### config.mk
export PLATFORM = sky130hd
export DESIGN_NAME = truth_table_sampler
export DESIGN_NICKNAME = d
export VERILOG_FILES = /design/src/rtl/tt_pkg.sv /design/src/rtl/tt_index_counter.sv /design/src/rtl/truth_table_sampler.sv
export SDC_FILE = /design/constraint.sdc
export NUM_CORES = 1
export LEC_CHECK = 0
export CAP_MARGIN = 30
export CORE_MARGIN = 2
export CORE_UTILIZATION = 50
export DETAILED_ROUTE_END_ITERATION = 10
export HOLD_SLACK_MARGIN = 0.03
export PLACE_DENSITY = 0.89
export SLEW_MARGIN = 10
export SYNTH_ARGS = -nofsm -noshare
export SYNTH_HDL_FRONTEND = slang
export SYNTH_SLANG_ARGS = --single-unit
### constraint.sdc
create_clock -name clk -period 5.31 [get_ports clk]
set_input_delay 1.062 -clock clk [delete_from_list [all_inputs] [get_ports clk]]
set_output_delay 1.062 -clock clk [all_outputs]
set_load 0.02 [all_outputs]
### src/rtl/tt_pkg.sv
// Shared types and constants for the truth-table sampler.
// Holds the FSM state encoding and the table-width helpers.
package tt_pkg;

    localparam int STATE_W  = 2;
    localparam int TT_N_DEF = 3;
    localparam int TBL_W    = 1 << TT_N_DEF;

    typedef enum logic [STATE_W-1:0] {
        ST_IDLE   = 2'd0,
        ST_SETTLE = 2'd1,
        ST_SAMPLE = 2'd2,
        ST_FINISH = 2'd3
    } tt_state_e;

    function automatic int tbl_width(input int n);
        return 1 << n;
    endfunction

endpackage

### src/rtl/tt_index_counter.sv
// Input-vector counter with a per-vector settle phase counter.
// Each vector is held SETTLE+1 cycles; sample_now marks the last of them.
module tt_index_counter
    import tt_pkg::*;
#(
    parameter int N      = TT_N_DEF,
    parameter int SETTLE = 1
) (
    input  logic         clk,
    input  logic         rst_n,
    input  logic         clear,
    input  logic         run,
    output logic [N-1:0] vec,
    output logic         settle_done,
    output logic         sample_now,
    output logic         last_vec
);

    localparam int PH_W = (SETTLE < 1) ? 1 : $clog2(SETTLE + 1);
    localparam logic [PH_W-1:0] PH_MAX = PH_W'(SETTLE);
    localparam logic [PH_W-1:0] PH_PRE = PH_W'((SETTLE > 0) ? SETTLE - 1 : 0);

    logic [PH_W-1:0] ph;

    assign last_vec    = (vec == {N{1'b1}});
    assign sample_now  = run && (ph == PH_MAX);
    // Asserted on the final settle cycle so the FSM enters SAMPLE exactly when ph hits PH_MAX.
    assign settle_done = (SETTLE > 0) && run && (ph == PH_PRE);

    always_ff @(posedge clk or negedge rst_n) begin
        if (!rst_n) begin
            vec <= '0;
            ph  <= '0;
        end else if (clear) begin
            vec <= '0;
            ph  <= '0;
        end else if (run) begin
            if (ph == PH_MAX) begin
                ph <= '0;
                // The counter parks on the last vector; only a new scan returns it to 0.
                if (!last_vec) begin
                    vec <= vec + 1'b1;
                end
            end else begin
                ph <= ph + 1'b1;
            end
        end
    end

endmodule

### src/rtl/truth_table_sampler.sv
// Sweeps a combinational function through all 2^N input vectors, captures
// its truth table and compares it against a reference table.
module truth_table_sampler
    import tt_pkg::*;
#(
    parameter int N      = TT_N_DEF,
    parameter int SETTLE = 1
) (
    input  logic                clk,
    input  logic                rst_n,
    input  logic                start,
    input  logic [(1<<N)-1:0]   expected,
    output logic [N-1:0]        vec,
    input  logic                s_in,
    output logic                busy,
    output logic                done,
    output logic [(1<<N)-1:0]   table_out,
    output logic                match,
    output logic [N:0]          mismatch_cnt,
    output logic [N-1:0]        first_bad
);

    localparam int TW = tbl_width(N);

    tt_state_e state, state_nxt;

    logic          accept;
    logic          run;
    logic          finish;
    logic          settle_done;
    logic          sample_now;
    logic          last_vec;
    logic [TW-1:0] exp_q;

    tt_index_counter #(
        .N      (N),
        .SETTLE (SETTLE)
    ) u_index (
        .clk         (clk),
        .rst_n       (rst_n),
        .clear       (accept),
        .run         (run),
        .vec         (vec),
        .settle_done (settle_done),
        .sample_now  (sample_now),
        .last_vec    (last_vec)
    );

    always_ff @(posedge clk or negedge rst_n) begin
        if (!rst_n) begin
            state <= ST_IDLE;
        end else begin
            state <= state_nxt;
        end
    end

    always_comb begin
        state_nxt = state;
        case (state)
            ST_IDLE: begin
                if (accept) begin
                    state_nxt = (SETTLE == 0) ? ST_SAMPLE : ST_SETTLE;
                end
            end
            ST_SETTLE: begin
                if (settle_done) begin
                    state_nxt = ST_SAMPLE;
                end
            end
            ST_SAMPLE: begin
                if (last_vec) begin
                    state_nxt = ST_FINISH;
                end else if (SETTLE != 0) begin
                    state_nxt = ST_SETTLE;
                end
            end
            ST_FINISH: state_nxt = ST_IDLE;
            default:   state_nxt = ST_IDLE;
        endcase
    end

    // done is still high in the first IDLE cycle after a scan; a start there is dropped.
    always_comb begin
        accept = (state == ST_IDLE) && start && !done;
        run    = (state == ST_SETTLE) || (state == ST_SAMPLE);
        finish = (state == ST_FINISH);
    end

    always_ff @(posedge clk or negedge rst_n) begin
        if (!rst_n) begin
            exp_q        <= '0;
            table_out    <= '0;
            mismatch_cnt <= '0;
            first_bad    <= '0;
            match        <= 1'b0;
            busy         <= 1'b0;
            done         <= 1'b0;
        end else begin
            done <= finish;
            if (accept) begin
                exp_q        <= expected;
                table_out    <= '0;
                mismatch_cnt <= '0;
                first_bad    <= '0;
                match        <= 1'b0;
                busy         <= 1'b1;
            end
            if (sample_now) begin
                table_out[vec] <= s_in;
                if (s_in != exp_q[vec]) begin
                    mismatch_cnt <= mismatch_cnt + 1'b1;
                    if (mismatch_cnt == '0) begin
                        first_bad <= vec;
                    end
                end
            end
            if (finish) begin
                busy  <= 1'b0;
                match <= (table_out == exp_q);
            end
        end
    end

endmodule

==> impl_metrics.ini <==
[critical_path]
critPathLaunchType = register
end_kind = primary output
worstPathBufferInverterCount = 1
path_cells = clkdlybuf4s50_1
crit_type = reg -> out
crit_required_ps = 4250
crit_family = buffers and inverters
crit_slowest_cell = clkdlybuf4s50_1
crit_fanout = 9
max_stage_delay_ps = 700
arrival_ps = 1630

[die]
core_sq_um = 3078
ioPinCount = 33
dieArea_sq_um = 3723
die_w_um = 61.02
fp.dieH_um = 61.02
rows = 20
start_util = 0.5280

[cts]
cts_resized = 0
clk_pin_slew_ps = 90
clock_latency_ps = 330
cts-root-buf = clkbuf_4
cts.htree.levels = 2
cts_sinks = 32
cts_tree = done
clockBufferDepth = 2
numCtsBuffers = 5
postCtsHoldBufs = 0
cts_setup_buffers = 0

[placement]
gp_congestion = 0.8490
dp_hpwl_mm = 2.304
placed_cell_area_sq_um = 1977
numPortBuffers = 32
dpl_worst_slack_ps = 2401

[synthesis]
synth-seq-cells = 32
syn_nets = 191
synth_top_area_share = 0.4927
synth_area_per_cell_sq_um = 9.505
netlist_instances = 171
synth_warnings = 0
ys.flop_type = dfrtp_1
synthTopCellsByArea = dfrtp_1 49%, nand2_1 10%, mux2i_1 8.0%
synth_area_sq_um = 1625
async_reset_ff_frac = 1.000
yosysSeqAreaShare = 0.4927
synth_top_area_cell = dfrtp_1
yosysUniqueCellTypes = 24
synth-edff-count = 0

[grt]
grt_max_degree = 33
met2_usage = 0.3210
met3_usage = 0.06933
track_usage = 0.2030
grt_pass1_wl_mm = 5.382
grt_pass1_vias = 1219
use_met1 = 0.2650
busiest_layer = met2
grt_overflow = 0
antenna_found_initial = 0

[run]
drv_cap = 0

[detailed_routing]
drtPass1Iterations = 5
routed_wl_mm = 3.149
vias = 1265
drt-initial-drc-count = 95
drcViolationCount = 0
via_per_inst = 5.040
wire_per_inst_um = 12.55
drtAntennaViolNets = 0

[timing]
fin_skew_ps = 9.296
setup_viol = 0
finalSetupTns_ps = 0
final.min_clock_period_ps = 2694
setup_ws_ps = 2616
clock.fmax_mhz = 371.2
slew_violations = 0
worst_slew_pin_slew_ps = 444.1
min_period_over_period = 0.5073
rsz0062_at_grt = no
relSlewSlack = 0.7039
finalHoldViolCount = 0

[layout]
syn2layout_area_growth_pct = 25.87
layout_commonest_cell = nand2_1
utilization = 0.6646
fin_nets = 226
diodes = 0
drive_gt1_frac = 0.06280
fin_area_sq_um = 2046
fillers = 264
layout_common_cells = 44 x nand2_1, 32 x dfrtp_1, 32 x clkdlybuf4s50_1, 15 x nor2_1, 13 x mux2i_1

[outcome]
status = complete, no violations

[power_and_ir_drop]
p_leak_nw = 1.023
powerDensity_nw_per_um2 = 571.2
max-vdd-ir-drop_v = 0.0002475
power.total_mw = 1.168

[min_path]
hold_class = reg -> reg
[final cells by class]
| class | instances | area [sq um] | area share |
|---|---|---|---|
| Clock inverter | 2 | 10.01 | 0.004893 |
| Sequential cell | 32 | 800.8 | 0.3914 |
| Timing Repair Buffer | 34 | 335.3 | 0.1639 |
| Tap cell | 44 | 55.05 | 0.02691 |
| Clock buffer | 6 | 51.30 | 0.02508 |
| Inverter | 9 | 33.78 | 0.01651 |
| Multi-Input combinational cell | 124 | 759.5 | 0.3713 |
[where the power goes]
group          leakage (nW)  internal (mW)  switching (mW)
logic                 0.566          0.267           0.306
registers             0.419          0.342           0.111
clock network        0.0380         0.0629          0.0795
total                  1.02          0.672           0.497
[cell families (layout without fill, tap and decap cells)]
group,count (synthesis),in the layout,synth area share
adders and majority gates,8,8,0.06159
DFF,32,32,0.4927
xor gates and xnor gates,11,11,0.05928
buffers and inverters,15,51,0.04002
AOI/OAI and AO/OA,16,16,0.05466
muxes,15,15,0.1024
and+or+nand+nor,74,74,0.1894
[per-layer routing]
metal / routed length (um) / vias to the layer above
met5: 0 / -
met3: 219 / 7
met1: 1411 / 579
met4: 58 / 0
met2: 1459 / 50
li1: - / 629
[registers in the layout, summed over array words and instances, names as in the netlist]
register / count
first_bad: 3
exp_q: 8
mismatch_cnt: 4
u_index.vec: 3
u_index.ph: 1
table_out: 8
state: 2
done: 1
match: 1
busy: 1
[stage by stage]
step / hold slack [ps] / std cells
6_report: 529.4 / 251
5_1_grt: 555.6 / 251
4_1_cts: 525.0 / 250
3_5_place_dp: 501.2 / 242
3_3_place_gp: 479.6 / 242
2_1_floorplan: 486.9 / 171
[worst paths after layout]
check,slack (ps),start,endpoint,depth (start not counted)
min in group asynchronous,1120,rst_n,state[0],2
hold / removal,530,exp_q[4],exp_q[4],2
setup / recovery,2620,u_index.vec[0],vec[0],1
hold reg to reg,530,exp_q[4],exp_q[4],2
setup reg to reg,2920,u_index.vec[0],first_bad[1],5
max in group asynchronous,3900,rst_n,exp_q[5],2
[synth_stat cells, drive strengths merged (3+ instances only)]
library cell,n
nand2,44
xor2,9
inv,9
nor2,15
mux2i,14
o21ai,9
a21oi,3
dfrtp,32
clkbuf,4
ha,8
nand3,10
Power figures use the tool's default switching activity.
